`src/rtl/write_ptr_full.sv`:
```
// write_ptr_full: write-domain pointer and full flag of an async FIFO; ALMOST_FULL_EN adds almost_full
module write_ptr_full #(
  parameter int Address = 2
) (
  input  logic               w_clk,
  input  logic               w_rst,
  input  logic               w_en,
  input  logic [Address:0]   r_gptr,
  output logic [Address-1:0] w_addr,
  output logic [Address:0]   w_gptr,
  output logic               full,
  output logic               w_accept
`ifdef ALMOST_FULL_EN
  ,
  output logic               almost_full
`endif
);
  logic [Address:0] rq1, rq2, wbin, wbin_next, gray_next;
  logic             full_next;
  assign w_accept  = w_en & ~full;
  assign wbin_next = wbin + (Address+1)'(w_accept);
  assign gray_next = (wbin_next >> 1) ^ wbin_next;
  assign full_next = gray_next == {~rq2[Address:Address-1], rq2[Address-2:0]};
  assign w_addr    = wbin[Address-1:0];
  // two-flop synchronizer bringing the read Gray pointer into the write domain
  always_ff @(posedge w_clk or negedge w_rst)
    if (!w_rst) {rq2, rq1} <= '0;
    else        {rq2, rq1} <= {rq1, r_gptr};
  // binary/Gray write pointer and full flag, all updated on the same edge
  always_ff @(posedge w_clk or negedge w_rst)
    if (!w_rst) begin
      wbin   <= '0;
      w_gptr <= '0;
      full   <= 1'b0;
    end else begin
      wbin   <= wbin_next;
      w_gptr <= gray_next;
      full   <= full_next;
    end
`ifdef ALMOST_FULL_EN
  localparam logic [Address:0] AfLevel = (Address+1)'((1 << Address) - 1);
  logic [Address:0] rbin;
  genvar g;
  for (g = 0; g <= Address; g++) begin : g_g2b
    assign rbin[g] = ^rq2[Address:g];
  end
  // almost_full: at most one free entry left after this edge's write
  always_ff @(posedge w_clk or negedge w_rst)
    if (!w_rst) almost_full <= 1'b0;
    else        almost_full <= (wbin_next - rbin) >= AfLevel;
`endif
endmodule

```
`config.mk`:
```
export PLATFORM = sky130hd
export DESIGN_NAME = write_ptr_full
export DESIGN_NICKNAME = d
export VERILOG_FILES = /design/src/rtl/write_ptr_full.sv
export SDC_FILE = /design/constraint.sdc
export NUM_CORES = 1
export LEC_CHECK = 0
export ABC_AREA = 0
export CORE_AREA = 2 2 39 41
export DETAILED_ROUTE_END_ITERATION = 6
export DIE_AREA = 0 0 41 43
export PLACE_DENSITY = 0.7
export RECOVER_POWER = 25
export SLEW_MARGIN = 20
export SYNTH_ARGS = -nofsm -noshare
export SYNTH_HDL_FRONTEND = slang
export SYNTH_SLANG_ARGS = --single-unit
```
`constraint.sdc`:
```
create_clock -name w_clk -period 2.1 [get_ports w_clk]
set_clock_uncertainty 0.1 [all_clocks]
set_input_delay 0.21 -clock w_clk [delete_from_list [all_inputs] [get_ports w_clk]]
set_output_delay 0.21 -clock w_clk [all_outputs]
set_load 0.05 [all_outputs]
```
==> results.json <==
{
  "powerDensity_nw_per_um2": 1690,
  "finalSetupViolCount": 0,
  "drive_gt1_frac": 0.200,
  "die-height_um": 43,
  "yosysTopAreaCell": "dfrtp_1",
  "synthesis.area_um2": 437,
  "syn_nets": 37,
  "path_depth": 1,
  "worstRegToRegCells": 7,
  "place_area_um2": 582,
  "ant_nets": 0,
  "vias": 259,
  "pre_cts_ws_ns": 0.173,
  "cp-start-kind": "flip-flop",
  "tns_ns": 0,
  "route.detailed.drc": 0,
  "synth_seq_cells": 12,
  "cpMaxStageDelayCell": "clkdlybuf4s50_1",
  "clk_latency_ns": 0.27,
  "p_sw_frac": 0.416,
  "required_ns": 1.79,
  "io_buffers": 12,
  "synthTopCellsByArea": "dfrtp_1 (69%), ha_1 (5.7%), mux2i_1 (4.6%), nor2b_1 (4.3%), xor2_1 (4.0%)",
  "grt_pass1_wl_um": 952,
  "outcome": "finished, final reports clean",
  "cts.sinks": 12,
  "synth.avg_cell_area_um2": 15.1,
  "power_frac_comb": 0.519,
  "setup_ws_ns": 0.319,
  "clk_pin_slew_ns": 0.07,
  "cp_num_buf_inv": 1,
  "wl_um": 534,
  "netlist-cell-type-count": 12,
  "ios": 13,
  "async_flop_share": 1.00,
  "cts_root_buf": "clkbuf_4",
  "report.final.hold_viol_count": 0,
  "path_cells": "clkdlybuf4s50_1",
  "synth_common_cells": "dfrtp_1 (12), nor2b_1 (3)",
  "seq_area_frac_synth": 0.688,
  "max_cap_violations": 0,
  "cts_buffer_depth": 2,
  "p_int_w": 0.000608,
  "rsz0062_at_grt": "no",
  "yosysWarnings": 0,
  "firstDrtPassIters": 2,
  "power.switching_w": 0.000434,
  "timing.final.crit_period_ns": 1.78,
  "antenna_found_initial": 0,
  "synth_cells": 29,
  "ctsHoldBuffers": 0,
  "place_congestion": 0.617,
  "ys.flop_type": "dfrtp_1",
  "cts_resized": 0,
  "max_clock_freq_mhz": 561,
  "cts_max_level": 1,
  "seq_power_share": 0.313,
  "area_growth_pct": 41.5,
  "cp_data_arrival_time_ns": 1.47,
  "drt-vias-per-instance": 4.25,
  "hpwl_um": 430,
  "placeableCoreArea_um2": 1380,
  "wl_per_cell_um": 8.75,
  "stdcell_area_um2": 618,
  "power.leakage_nw": 0.284,
  "pwr-share-clk": 0.168,
  "end_kind": "primary output",
  "crit_family": "buffers and inverters",
  "start_util": 0.316,
  "die_x_um": 41,
  "cts_setup_buffers": 0,
  "ir_worst_vdd_v": 0.000545,
  "finalNetCount": 54,
  "overflow": 0,
  "rows": 14,
  "first_iter_violations": 2,
  "cts-buffers-inserted": 3,
  "max-slew-margin-rel": 0.670,
  "min_path_type": "in -> async",
  "max_stage_delay_ns": 0.82,
  "synth_most_common_cell": "dfrtp_1",
  "cts_tree": "built",
  "grtUsageTotal": 0.0867,
  "min_period_over_period": 0.848,
  "synth_top_area_frac": 0.688,
  "path_max_fanout": 2,
  "critical_path_class": "reg -> out",
  "grt_pass1_vias": 272,
  "dieArea_um2": 1760,
  "report.final.slew_viol_count": 0,
  "synth_edf_count": 0,
  "antennaDiodeCount": 0,
  "grt_max_degree": 13,
  "tightest_slew_ns": 0.493
}
final timing paths:
kind	start	endpoint	slack [ns]
max	full$_DFF_PN0_	full	0.32
min	w_rst	rq2[1]$_DFF_PN0_	0.24
max reg2reg	full$_DFF_PN0_	full$_DFF_PN0_	0.51
min reg2reg	rq1[1]$_DFF_PN0_	rq2[1]$_DFF_PN0_	0.26
max in group asynchronous	w_rst	wbin[0]$_DFF_PN0_	1.32
min in group w_clk	rq1[1]$_DFF_PN0_	rq2[1]$_DFF_PN0_	0.26
routing by layer:
| metal | up-vias | part of all wire | global-route usage |
|---|---|---|---|
| met1 | 121 | 0.41 | 0.0847 |
| met5 | - | 0 | 0 |
| li1 | 125 | - | - |
| met2 | 13 | 0.48 | 0.131 |
| met4 | 0 | 0 | 0.0800 |
| met3 | 0 | 0.11 | 0.0314 |
power groups by stage:
stage | clock [W] | sequential (W) | combinational [W]
3_5_place_dp | 0 | 0.000333 | 0.000548
5_1_grt | 0.000197 | 0.000334 | 0.000583
3_3_place_gp | 0 | 0.000331 | 0.000543
2_1_floorplan | 0 | 0.000525 | 0.000204
4_1_cts | 0.000184 | 0.000328 | 0.000549
6_report | 0.000175 | 0.000326 | 0.000541
sequential cells by signal, indices dropped and copies added (netlist names):
signal / count
rq2: 3
full: 1
w_gptr: 3
wbin: 2
rq1: 3
layout make-up:
cell class	count	area (um^2)
clock buffers	4	36.3
fillers	131	766
inverters	1	3.75
multi-input cells	16	140
flip-flops and latches	12	300
well taps	16	20.0
repair buffers	12	118
per-stage QoR:
| step | utilization | cells | total power (W) | hold slack (ns) |
|---|---|---|---|---|
| 2_1_floorplan | - | 29 | 0.000728 | -0.186 |
| 3_3_place_gp | 0.420 | 57 | 0.000874 | 0.235 |
| 3_5_place_dp | 0.420 | 57 | 0.000881 | 0.242 |
| 4_1_cts | 0.447 | 61 | 0.00106 | 0.178 |
| 5_1_grt | 0.447 | 61 | 0.00111 | 0.272 |
| 6_report | 0.447 | 61 | 0.00104 | 0.236 |
cell families (layout without fill, tap and decap cells):
logic type,after synthesis,in the layout,share of synthesized area
buf+inv,1,17,0.00859
compound gates,1,1,0.0201
flops,12,12,0.688
fa+ha+maj,2,2,0.0573
xor+xnor,4,4,0.0974
mux,2,2,0.0458
simple gates,7,7,0.0831
cell usage in the layout, fill, tap and decap left out:
master,netlist,layout
nand2_1,2,2
buf_4,0,1
or2_2,1,1
clkbuf_8,0,1
clkbuf_4,0,3
inv_2,1,1
mux2i_1,2,2
dfrtp_1,12,12
xnor2_2,1,1
xnor2_1,1,1
clkdlybuf4s50_1,0,7
ha_1,2,2
xor2_1,2,2
nor2b_4,0,1
nor2b_1,3,2
nor2_1,1,1
o2bb2ai_1,1,1
dlygate4sd3_1,0,4
Power figures use the tool's default switching activity.
